`src/rtl/ceres_pbus_bridge.sv`:
```
// rtl/ceres_pbus_bridge.sv - iomem request to APB4-style peripheral transfer bridge
// Optional ACCESS-phase timeout is compiled in when PBUS_TIMEOUT_EN is defined.
module ceres_pbus_bridge #(
  parameter int LINE_W         = 128,
  parameter int NUM_SLOTS      = 8,
  parameter int TIMEOUT_CYCLES = 256
) (
  input  logic                    clk_i,
  input  logic                    rst_i,
  input  logic                    req_valid_i,
  input  logic                    req_sel_i,
  input  logic [31:0]             req_addr_i,
  input  logic [LINE_W-1:0]       req_wdata_i,
  input  logic [LINE_W/8-1:0]     req_rw_i,
  output logic                    res_valid_o,
  output logic [LINE_W-1:0]       res_data_o,
  output logic                    res_err_o,
  output logic                    busy_o,
  output logic [NUM_SLOTS-1:0]    psel_o,
  output logic                    penable_o,
  output logic                    pwrite_o,
  output logic [11:0]             paddr_o,
  output logic [31:0]             pwdata_o,
  output logic [3:0]              pstrb_o,
  input  logic [NUM_SLOTS*32-1:0] prdata_i,
  input  logic [NUM_SLOTS-1:0]    pready_i,
  input  logic [NUM_SLOTS-1:0]    pslverr_i
);

  localparam logic [1:0] S_IDLE   = 2'd0;
  localparam logic [1:0] S_SETUP  = 2'd1;
  localparam logic [1:0] S_ACCESS = 2'd2;
  localparam logic [1:0] S_RESP   = 2'd3;
  localparam int LANES = LINE_W / 32;

  logic [1:0]  state_q;
  logic [3:0]  slot_q;
  logic [11:0] paddr_q;
  logic [31:0] pwdata_q;
  logic [3:0]  pstrb_q;
  logic        pwrite_q;
  logic [31:0] rdata_q;
  logic        err_q;

  logic [31:0] lane_wdata;
  logic [3:0]  lane_strb;
  logic [31:0] sel_prdata;
  logic        sel_pready;
  logic        sel_pslverr;
  logic        unmapped;
  logic        unused_bits;

  assign unmapped    = int'(req_addr_i[15:12]) >= NUM_SLOTS;
  assign unused_bits = ^{req_addr_i[31:16], req_addr_i[1:0]};

  // Pick the 32-bit lane of the cache line addressed by addr[3:2]
  always_comb begin
    lane_wdata = '0;
    lane_strb  = '0;
    for (int i = 0; i < LANES; i++) begin
      if (req_addr_i[3:2] == 2'(i)) begin
        lane_wdata = req_wdata_i[i*32 +: 32];
        lane_strb  = req_rw_i[i*4 +: 4];
      end
    end
  end

  // Only the latched slot's handshake is observed; other slots are ignored
  always_comb begin
    psel_o      = '0;
    sel_prdata  = '0;
    sel_pready  = 1'b0;
    sel_pslverr = 1'b0;
    for (int i = 0; i < NUM_SLOTS; i++) begin
      if (slot_q == 4'(i)) begin
        psel_o[i]   = (state_q == S_SETUP) || (state_q == S_ACCESS);
        sel_prdata  = prdata_i[i*32 +: 32];
        sel_pready  = pready_i[i];
        sel_pslverr = pslverr_i[i];
      end
    end
  end

`ifdef PBUS_TIMEOUT_EN
  localparam int CNT_W = $clog2(TIMEOUT_CYCLES) + 1;
  logic [CNT_W-1:0] tmo_q;
  logic             tmo_expired;

  assign tmo_expired = (tmo_q == CNT_W'(TIMEOUT_CYCLES - 1));

  // Held at zero in IDLE so it starts clean on every SETUP entry
  always_ff @(posedge clk_i) begin
    if (rst_i || state_q == S_IDLE) begin
      tmo_q <= '0;
    end else if (state_q == S_ACCESS && !sel_pready && !tmo_expired) begin
      tmo_q <= tmo_q + 1'b1;
    end
  end
`else
  logic unused_timeout;
  assign unused_timeout = ^TIMEOUT_CYCLES;
`endif

  always_ff @(posedge clk_i) begin
    if (rst_i) begin
      state_q  <= S_IDLE;
      slot_q   <= '0;
      paddr_q  <= '0;
      pwdata_q <= '0;
      pstrb_q  <= '0;
      pwrite_q <= 1'b0;
      rdata_q  <= '0;
      err_q    <= 1'b0;
    end else begin
      case (state_q)
        S_IDLE: begin
          if (req_valid_i && req_sel_i) begin
            slot_q   <= req_addr_i[15:12];
            paddr_q  <= req_addr_i[11:0];
            pwdata_q <= lane_wdata;
            pstrb_q  <= lane_strb;
            pwrite_q <= |req_rw_i;
            rdata_q  <= '0;
            err_q    <= unmapped;
            state_q  <= unmapped ? S_RESP : S_SETUP;
          end
        end
        S_SETUP: state_q <= S_ACCESS;
        S_ACCESS: begin
          if (sel_pready) begin
            rdata_q <= pwrite_q ? 32'h0 : sel_prdata;
            err_q   <= sel_pslverr;
            state_q <= S_RESP;
          end
`ifdef PBUS_TIMEOUT_EN
          else if (tmo_expired) begin
            rdata_q <= '0;
            err_q   <= 1'b1;
            state_q <= S_RESP;
          end
`endif
        end
        S_RESP: begin
          rdata_q <= '0;
          err_q   <= 1'b0;
          state_q <= S_IDLE;
        end
        default: state_q <= S_IDLE;
      endcase
    end
  end

  // rdata_q/err_q are only non-zero while in RESP
  assign res_valid_o = (state_q == S_RESP);
  assign res_data_o  = LINE_W'(rdata_q);
  assign res_err_o   = err_q;
  assign busy_o      = (state_q != S_IDLE);
  assign penable_o   = (state_q == S_ACCESS);
  assign pwrite_o    = pwrite_q;
  assign paddr_o     = paddr_q;
  assign pwdata_o    = pwdata_q;
  assign pstrb_o     = pstrb_q;

endmodule

```
`config.mk`:
```
export PLATFORM = sky130hd
export DESIGN_NAME = ceres_pbus_bridge
export DESIGN_NICKNAME = d
export VERILOG_FILES = /design/src/rtl/ceres_pbus_bridge.sv
export SDC_FILE = /design/constraint.sdc
export NUM_CORES = 1
export LEC_CHECK = 0
export ABC_AREA = 1
export CAP_MARGIN = 5
export CORE_AREA = 4 4 246 248
export CTS_BUF_LIST = sky130_fd_sc_hd__clkbuf_4 sky130_fd_sc_hd__clkbuf_8 sky130_fd_sc_hd__clkbuf_16
export DETAILED_ROUTE_END_ITERATION = 7
export DIE_AREA = 0 0 250 252
export PLACE_DENSITY = 0.41
export SLEW_MARGIN = 20
export SYNTH_ARGS = -nofsm -noshare
export SYNTH_HDL_FRONTEND = slang
export SYNTH_SLANG_ARGS = --single-unit
```
`constraint.sdc`:
```
create_clock -name clk_i -period 2 [get_ports clk_i]
set_input_delay 0.4 -clock clk_i [delete_from_list [all_inputs] [get_ports clk_i]]
set_output_delay 0.4 -clock clk_i [all_outputs]
set_load 0.01 [all_outputs]
```
==> results.sh, run 1 <==
export IMPL_outcome="finished, final reports clean"
export IMPL_portBuffers=528
export IMPL_crit_chain="inv_2 > ha_4 > clkinv_8 > nor4_4 > buf_4 > buf_6"
export IMPL_path_buf_inv=4
export IMPL_hold_class="flip-flop to flip-flop"
export IMPL_cp_data_arrival_time_ps=1590
export IMPL_firstDrtPassIters=5
export IMPL_final_cell_mix="clkdlybuf4s50_1, nand2_1, nor2_1, nand3_1, inv_1"
export IMPL_layout_area_overhead_vs_synth_pct=107
export IMPL_synth_seq_cells=88
export IMPL_ir_drop_uv=708
export IMPL_fin_ws_ps=7.60
export IMPL_synthCells=1244
export IMPL_fmax_mhz=502
export IMPL_grt_pass1_wl_um=73600
export IMPL_slew_limit_headroom=0.565
export IMPL_min_period_over_period=0.996
export IMPL_drt_wirelength_per_cell_um=20.4
export IMPL_rsz0062_at_grt="yes"
export IMPL_drive_gt1_frac=0.145
export IMPL_setup_worst_path_start_class="flip-flop"
export IMPL_final_fill_count=6486
export IMPL_clock_path_buffers=2
export IMPL_cts_made_buffers=9
export IMPL_pwr_share_comb=0.663
export IMPL_grt_max_degree=59
export IMPL_vias_per_cell=4.05
export IMPL_yosysSeqAreaShare=0.237
export IMPL_switchingPower_mw=5.68
export IMPL_drv_cap=0
export IMPL_antenna_found_initial=3
export IMPL_ys_warn_count=0
export IMPL_final_cell_area_mm2=0.0153
export IMPL_route_met3_wl_um=4530
export IMPL_grt_usage=0.156
export IMPL_drtAntennaViolNets=0
export IMPL_switching_share=0.434
export IMPL_die_width_um=250
export IMPL_drtIter0Drc=507
export IMPL_p_seq_frac=0.194
export IMPL_initial_core_util=0.127
export IMPL_rows=89
export IMPL_worstPathMaxFanout=4
export IMPL_slew_viol_final=0
export IMPL_fin_skew_ps=12.8
export IMPL_min_period_ps=1990
export IMPL_io_pins=641
export IMPL_wl_met1_um=21300
export IMPL_vias=10600
export IMPL_cts_sinks=88
export IMPL_tns_ps=0
export IMPL_gp_congestion=0.922
export IMPL_pwr_share_clk=0.143
export IMPL_die_h_um=252
export IMPL_p_leak_nw=6.65
export IMPL_utilization=0.263
export IMPL_grt_pass1_vias=11000
export IMPL_dr_wl_met2_um=26300
export IMPL_mostFrequentLayoutCell="clkdlybuf4s50_1"
export IMPL_intPower_mw=7.42
export IMPL_drc=0
export IMPL_root_buffer="clkbuf_16"
export IMPL_cp_end_kind="primary output"
export IMPL_pre_cts_ws_ps=-350
export IMPL_grt_overflow_total=0
export IMPL_crit_slowest_cell="dfxtp_2"
export IMPL_critical_path_required_ps=1600
export IMPL_htreeDepth=3
export IMPL_fp_dieArea_mm2=0.0630
export IMPL_cts_tree="yes"
export IMPL_syn_avg_cell_area_um2=5.97
export IMPL_routed_wl_um=53300
export IMPL_final_nets=2287
export IMPL_yosysUniqueCellTypes=31
export IMPL_hold_viol_final=0
export IMPL_dp_hpwl_um=42500
export IMPL_cellPowerDensity_mw_per_mm2=854
export IMPL_worstMarginPinSlew_ps=651
export IMPL_clkLatencyLatePin_ps=390
export IMPL_finalSetupViolCount=0
export IMPL_design_core_area_mm2=0.0585
export IMPL_post_dp_cell_area_mm2=0.0141
export IMPL_critPathMaxStageDelay_ps=340
export IMPL_highest_layer="met4"
export IMPL_path_delay_family="buffers and inverters"
export IMPL_finalPower_mw=13.1
export IMPL_syn_area_mm2=0.00742
export IMPL_path_class="flip-flop to primary output"
export IMPL_clk_pin_slew_worst_paths_ps=70
-- cell type report --
cell class,count,area [um^2],share of cell area
multi-input combinational,929,4770,0.311
sequential,88,1770,0.115
clock buffer,9,225,0.0147
antenna,1,2.50,0.000163
timing repair buffer,668,6990,0.456
tap,773,967,0.0630
clock inverter,7,78.8,0.00514
inverter,136,542,0.0353
-- flip-flops by register name, indices dropped and copies added, names as in the netlist --
register / cells
pwrite_o: 1
slot_q: 4
paddr_o: 12
rdata_q: 32
state_q: 2
pwdata_o: 32
pstrb_o: 4
res_err_o: 1
-- logic make-up (layout without fill, tap and decap cells) --
kind of cell,count (synthesis),after routing,synth area share
fa+ha+maj,3,3,0.00506
other cells,1,97,0.000505
flops,88,88,0.237
buf+inv,322,820,0.223
compound gates,249,249,0.191
simple gates,581,581,0.343
-- layer usage --
| metal | track usage | vias up |
|---|---|---|
| li1 | - | 5130 |
| met3 | 0.0544 | 40 |
| met4 | 0.0431 | 0 |
| met2 | 0.277 | 496 |
| met1 | 0.179 | 4905 |
| met5 | 0 | - |
-- worst reg2reg max path: stages (launching register included) --
cell and delay [ps]:
dfxtp_2 340, buf_6 150, buf_12 120, nor2_4 40, buf_12 130, buf_6 120, nand3_2 50, nand4_1 80
nor2_1 120, nand4_1 140, buf_12 200, nand2_8 110, clkbuf_16 160, nand2_1 50, nand2_1 50, nor2_1 40
-- worst paths after layout --
path	startpoint	slack, ps	depth (start not counted)	endpoint
max	state_q[1]	8	6	psel_o[6]
min	rdata_q[4]	480	2	rdata_q[4]
max reg2reg	slot_q[1]	30	15	rdata_q[12]
min reg2reg	rdata_q[4]	480	2	rdata_q[4]
-- per-stage QoR --
stage          cells  hold slack [ps]
6_report        2611              481
5_1_grt         2610              505
3_3_place_gp    2557              465
3_5_place_dp    2557              470
2_1_floorplan   1339              478
4_1_cts         2591              489
-- repair_timing --
action / CTS / global route
gates resized for setup: 90 / 85
buffers inserted: 16 / 11
setup endpoints to repair: 45 / 64
cloned: 3 / 8
pin swaps: 16 / 14
hold buffers: 0 / 0
-- cells in the mapped netlist --
master / count / share of area
inv_1: 127 / 0.064
nor3_4: 1 / 0.0022
nand2_1: 188 / 0.095
nand4_1: 34 / 0.029
nand3_1: 167 / 0.11
dfxtp_1: 88 / 0.24
nand2_4: 1 / 0.0015
nor3_2: 1 / 0.0013
nand2_2: 2 / 0.0017
nor3_1: 1 / 0.00067
buf_4: 98 / 0.099
inv_2: 6 / 0.0030
nor4_1: 5 / 0.0042
nor2_2: 2 / 0.0017
a211oi_1: 1 / 0.0010
inv_4: 1 / 0.00084
buf_2: 30 / 0.020
o211ai_1: 2 / 0.0020
buf_6: 5 / 0.0076
clkbuf_1: 47 / 0.024
ha_1: 3 / 0.0051
a221oi_1: 36 / 0.042
a31oi_1: 22 / 0.019
nor2_4: 3 / 0.0045
nor2_1: 176 / 0.089
conb_1: 1 / 0.00051
o21ai_0: 87 / 0.059
clkinv_1: 2 / 0.0010
o221ai_1: 1 / 0.0012
a21oi_1: 100 / 0.067
buf_1: 6 / 0.0030
-- power by group through the flow --
stage               registers [mW]  logic, mW  clock network (mW)
finish                        2.54       8.68                1.88
global route                  2.59       9.47                2.01
CTS                           2.54       8.09                1.98
detailed placement            2.55       7.60                   0
global placement              2.56       7.59                   0
floorplan                     2.73       3.28                   0
Power figures use the tool's default switching activity.
==> run 2: changes to the inputs <==
--- a/constraint.sdc
+++ b/constraint.sdc
@@ -3,2 +3,2 @@
 set_output_delay 0.4 -clock clk_i [all_outputs]
-set_load 0.01 [all_outputs]
+set_load 0.1 [all_outputs]
==> run 2 against run 1 <==
  * The flow now finishes with violations (setup timing)
  * Routed wire length hardly changed
  * Worst setup slack got worse by 160 ps
  * Global-route usage decreased by 0.25 points
  * Flip-flop and latch count unchanged
  * Combinational power grew 51%
  * Die area unchanged
  * Via count increased by 0.43%
  * Clock skew is 2.5 ps higher
==> results.sh, run 2 (same netlist as run 1, synthesis figures left out) <==
export IMPL_outcome="complete, but fails checks"
export IMPL_violations="setup timing"
export IMPL_pre_cts_ws_ps=-324
export IMPL_crit_chain="inv_2 > ha_4 > clkinv_8 > nor4_4 > buf_12"
export IMPL_grt_max_degree=48
export IMPL_routed_wl_um=53300
export IMPL_slew_viol_final=0
export IMPL_cp_end_kind="primary output"
export IMPL_pwr_share_comb=0.734
export IMPL_grt_usage=0.154
export IMPL_critPathMaxStageDelay_ps=390
export IMPL_hold_class="flip-flop to flip-flop"
export IMPL_final_cell_mix="clkdlybuf4s50_1, nand2_1, nor2_1, buf_4, nand3_1"
export IMPL_slew_limit_headroom=0.498
export IMPL_cts_made_buffers=9
export IMPL_hold_viol_final=0
export IMPL_mostFrequentLayoutCell="clkdlybuf4s50_1"
export IMPL_drtAntennaViolNets=0
export IMPL_path_delay_family="simple AND/OR/NAND/NOR gates"
export IMPL_antenna_found_initial=4
export IMPL_cellPowerDensity_mw_per_mm2=1160
export IMPL_rsz0062_at_grt="yes"
export IMPL_fin_skew_ps=15.4
export IMPL_root_buffer="clkbuf_16"
export IMPL_fp_dieArea_mm2=0.0630
export IMPL_dp_hpwl_um=40300
export IMPL_grt_pass1_vias=10600
export IMPL_worstPathMaxFanout=4
export IMPL_firstDrtPassIters=5
export IMPL_drv_cap=0
export IMPL_finalPower_mw=17.9
export IMPL_path_buf_inv=3
export IMPL_cts_tree="yes"
export IMPL_setup_worst_path_start="state_q[1]"
export IMPL_min_period_ps=2150
export IMPL_p_seq_frac=0.145
export IMPL_final_fill_count=6514
export IMPL_cts_sinks=88
export IMPL_finalSetupViolCount=8
export IMPL_drc=0
export IMPL_critical_path_required_ps=1600
export IMPL_clk_pin_slew_worst_paths_ps=70
export IMPL_final_cell_area_mm2=0.0154
export IMPL_setup_worst_path_start_class="flip-flop"
export IMPL_vias=10600
export IMPL_gp_congestion=0.883
export IMPL_intPower_mw=7.92
export IMPL_post_dp_cell_area_mm2=0.0139
export IMPL_drive_gt1_frac=0.187
export IMPL_portBuffers=528
export IMPL_rows=89
export IMPL_drt_wirelength_per_cell_um=20.5
export IMPL_fmax_mhz=464
export IMPL_cp_data_arrival_time_ps=1750
export IMPL_pwr_share_clk=0.121
export IMPL_clock_path_buffers=2
export IMPL_path_class="flip-flop to primary output"
export IMPL_p_leak_nw=6.85
export IMPL_fin_ws_ps=-153
export IMPL_switchingPower_mw=9.95
export IMPL_crit_slowest_cell="nor4_4"
export IMPL_reg2reg_from="slot_q[2]"
export IMPL_vias_per_cell=4.08
export IMPL_hp_start="rdata_q[8]"
export IMPL_worstMarginPinSlew_ps=753
export IMPL_switching_share=0.557
export IMPL_grt_pass1_wl_um=72600
export IMPL_die_width_um=250
export IMPL_min_period_over_period=1.08
export IMPL_clkLatencyLatePin_ps=390
export IMPL_final_nets=2281
export IMPL_die_h_um=252
export IMPL_grt_overflow_total=0
export IMPL_layout_area_overhead_vs_synth_pct=107
export IMPL_drtIter0Drc=507
export IMPL_initial_core_util=0.127
export IMPL_design_core_area_mm2=0.0585
export IMPL_tns_ps=-794
export IMPL_htreeDepth=3
export IMPL_cts_hold_buffers=0
export IMPL_ir_drop_uv=703
export IMPL_io_pins=641
-- run 2: path summary, 6_finish.rpt --
path,endpoint,slack [ps],cells after the start
worst max-delay path,psel_o[6],-150,5
worst min-delay path,rdata_q[8],480,2
worst max register to register,rdata_q[5],50,13
worst min register to register,rdata_q[8],480,2
-- run 2: layout make-up --
type / instances / area, um^2 / share of cell area
inverter: 136 / 538 / 0.0350
tap: 773 / 967 / 0.0630
clock inverter: 6 / 115 / 0.00750
multi-input combinational: 930 / 4750 / 0.309
sequential: 88 / 1780 / 0.116
antenna: 1 / 2.50 / 0.000163
timing repair buffer: 661 / 6960 / 0.453
clock buffer: 10 / 239 / 0.0156
-- run 2: power groups by stage --
stage / clock [mW] / sequential [mW] / combinational, mW
2_1_floorplan: 0 / 5.78 / 4.45
3_3_place_gp: 0 / 2.61 / 11.5
3_5_place_dp: 0 / 2.61 / 11.5
4_1_cts: 2.29 / 2.59 / 12.1
5_1_grt: 2.33 / 2.65 / 13.9
6_report: 2.17 / 2.58 / 13.1
-- run 2: worst register-to-register path, cell delays in order, from the launching register on --
cell and delay, ps:
dfxtp_4 390, buf_12 110, nand2_8 70, buf_6 150, nor3_4 210, buf_12 150
nand2_4 40, nand4_1 90, buf_6 210, nand2_8 100, clkbuf_16 180, nand2_2 50
nand2_1 40, nor2_1 100
-- run 2: timing repair --
action	4_1_cts	5_1_grt
setup buffers	28	16
pin swaps	12	38
setup endpoints to repair	43	43
hold endpoints to repair	0	0
gates resized for setup	32	98
gates cloned	5	10
-- run 2: per-layer routing --
layer	GRT usage	share of wire
met5	0	0.00077
met2	0.269	0.50
met1	0.181	0.40
met3	0.0492	0.082
met4	0.0458	0.021
-- run 2: through the flow --
stage               hold WS [ps]  utilization  cells
floorplan                    478            -   1339
global placement             465        0.237   2532
detailed placement           471        0.237   2532
CTS                          488        0.251   2579
global route                 523        0.263   2604
finish                       484        0.263   2605
==> run 3: changes to the inputs <==
Settings changed: CTS_CLUSTER_DIAMETER from default to 100, DONT_BUFFER_PORTS from default to 1, PLACE_DENSITY 0.41 to 0.3.
Clock period 2 ns to 2.05 ns, I/O delays scaled along.
==> run 3 against run 2 <==
  * The flow still finishes with violations (setup timing)
  * Global-route usage shrank 2.5 points
  * Largest cell class is now multi-input combinational cells
  * Register-to-register slack improved by 30 ps
  * Flip-flop and latch count is the same
  * Critical path type unchanged
==> results.sh, run 3 (same netlist as run 1, synthesis figures left out) <==
export IMPL_cts_hold_buffers=0
export IMPL_dp_hpwl_um=35600
export IMPL_cp_data_arrival_time_ps=1650
export IMPL_worstPathMaxFanout=6
export IMPL_hold_end="slot_q[3]"
export IMPL_cp_end_kind="primary output"
export IMPL_worstMarginPinSlew_ps=556
export IMPL_mostFrequentLayoutCell="nand2_1"
export IMPL_clk_pin_slew_worst_paths_ps=70
export IMPL_multiInputGateArea_mm2=0.00454
export IMPL_rsz0062_at_grt="yes"
export IMPL_dp_cells=2087
export IMPL_design_core_area_mm2=0.0585
export IMPL_tns_ps=-14.1
export IMPL_gp_congestion=0.900
export IMPL_cellPowerDensity_mw_per_mm2=1500
export IMPL_min_period_over_period=1.01
export IMPL_finalPower_mw=15.1
export IMPL_grt_max_degree=60
export IMPL_critical_path_required_ps=1640
export IMPL_violations="setup timing"
export IMPL_path_delay_family="buffers and inverters"
export IMPL_clkLatencyLatePin_ps=370
export IMPL_die_h_um=252
export IMPL_initial_core_util=0.127
export IMPL_path_class="flip-flop to primary output"
export IMPL_min_period_ps=2060
export IMPL_grt_use_met3=0.0376
export IMPL_final_fill_count=6777
export IMPL_io_pins=641
export IMPL_drive_gt1_frac=0.190
export IMPL_cts_sinks=88
export IMPL_root_buffer="clkbuf_16"
export IMPL_crit_cells=5
export IMPL_grt_busiest_layer="met2"
export IMPL_layout_area_overhead_vs_synth_pct=36.1
export IMPL_fmax_mhz=484
export IMPL_met1_usage=0.139
export IMPL_critPathMaxStageDelay_ps=340
export IMPL_hp_start="rst_i"
export IMPL_r2r_slack_ps=80
export IMPL_routed_wl_um=44600
export IMPL_r2r_cells=13
export IMPL_grt_pass1_wl_um=60500
export IMPL_cts_tree="yes"
export IMPL_pre_cts_ws_ps=39.8
export IMPL_ir_drop_uv=708
export IMPL_p_leak_nw=4.72
export IMPL_drtAntennaViolNets=0
export IMPL_fin_ws_ps=-14.1
export IMPL_clock_path_buffers=2
export IMPL_reg2reg_from="slot_q[2]"
export IMPL_rows=89
export IMPL_crit_chain="inv_2 > ha_4 > clkinv_8 > nor4_4 > buf_12"
export IMPL_fin_skew_ps=9.01
export IMPL_reg2reg_to="rdata_q[21]"
export IMPL_setup_worst_path_start="state_q[0]"
export IMPL_utilization=0.173
export IMPL_grt_overflow_total=0
export IMPL_drtIter0Drc=502
export IMPL_hold_class="primary input to flip-flop"
export IMPL_slew_viol_final=0
export IMPL_grt_pass1_vias=8624
export IMPL_antenna_found_initial=11
export IMPL_seqCellArea_mm2=0.00178
export IMPL_grt_usage=0.129
export IMPL_drv_cap=0
export IMPL_whs_path_depth=1
export IMPL_slew_limit_headroom=0.626
export IMPL_finalNonFillerCells=2135
export IMPL_fp_dieArea_mm2=0.0630
export IMPL_setup_worst_path_start_class="flip-flop"
export IMPL_finalSetupViolCount=1
export IMPL_crit_slowest_cell="dfxtp_2"
export IMPL_firstDrtPassIters=6
export IMPL_hold_viol_final=0
export IMPL_htreeDepth=3
export IMPL_vias=8803
export IMPL_path_buf_inv=3
export IMPL_portBuffers=0
export IMPL_drt_wirelength_per_cell_um=20.9
export IMPL_final_nets=1806
export IMPL_final_cell_mix="nand2_1, nand3_1, nor2_1, buf_4, inv_1"
export IMPL_vias_per_cell=4.12
export IMPL_drc=0
export IMPL_cts_made_buffers=9
export IMPL_die_width_um=250
export IMPL_outcome="complete, but fails checks"
export IMPL_use_met2=0.236
-- run 3: changes by cell type in the layout (fill, tap and decap cells not counted), moves of 7 or more --
cell,change
nand3_2,-18
nor2_1,+12
nand2_1,+15
buf_6,-9
buf_12,-13
buf_8,-7
nor2_2,-11
nand3_1,+18
nand2_2,-9
clkdlybuf4s50_1,-435
-- run 3: area by class of cell --
class | instances | area share
antenna | 6 | 0.00149
clock buffer | 10 | 0.0230
clock inverter | 6 | 0.00829
inverter | 136 | 0.0524
multi-input combinational | 929 | 0.449
sequential | 88 | 0.176
tap | 773 | 0.0957
timing repair buffer | 187 | 0.194
-- run 3: how the worst max path moves through the flow --
| stage | endpoint | slack, ps |
|---|---|---|
| 2_1_floorplan | psel_o[6] | -190 |
| 3_3_place_gp | rdata_q[28] | 50 |
| 3_5_place_dp | rdata_q[31] | 40 |
| 4_1_cts | psel_o[6] | -60 |
| 5_1_grt | psel_o[6] | -110 |
| 6_report | psel_o[6] | -10 |
-- run 3: repair_timing --
action,in CTS,in global routing
gates cloned,1,4
gates resized for setup,20,19
pin swaps,8,7
endpoints found under the setup margin,8,24
buffers inserted,15,8
-- run 3: through the flow --
stage                     instance area, um^2  hold slack, ps
final                                   10100            94.5
after global routing                    10100            60.4
after CTS                                9850            43.6
after detailed placement                 9320             478
after global placement                   9320             478
after floorplan                          7860             479
-- run 3: report_power, final --
part / switching (mW) / total, mW / internal [mW]
logic: 7.99 / 10.9 / 2.89
registers: 0.156 / 2.35 / 2.20
clock network: 0.827 / 1.91 / 1.08
total: 8.97 / 15.1 / 6.16
-- run 3: per-layer routing --
layer,vias up,wire (um)
li1,4158,-
met1,4044,16500
met2,535,22700
met3,64,3720
met4,2,1590
met5,-,13
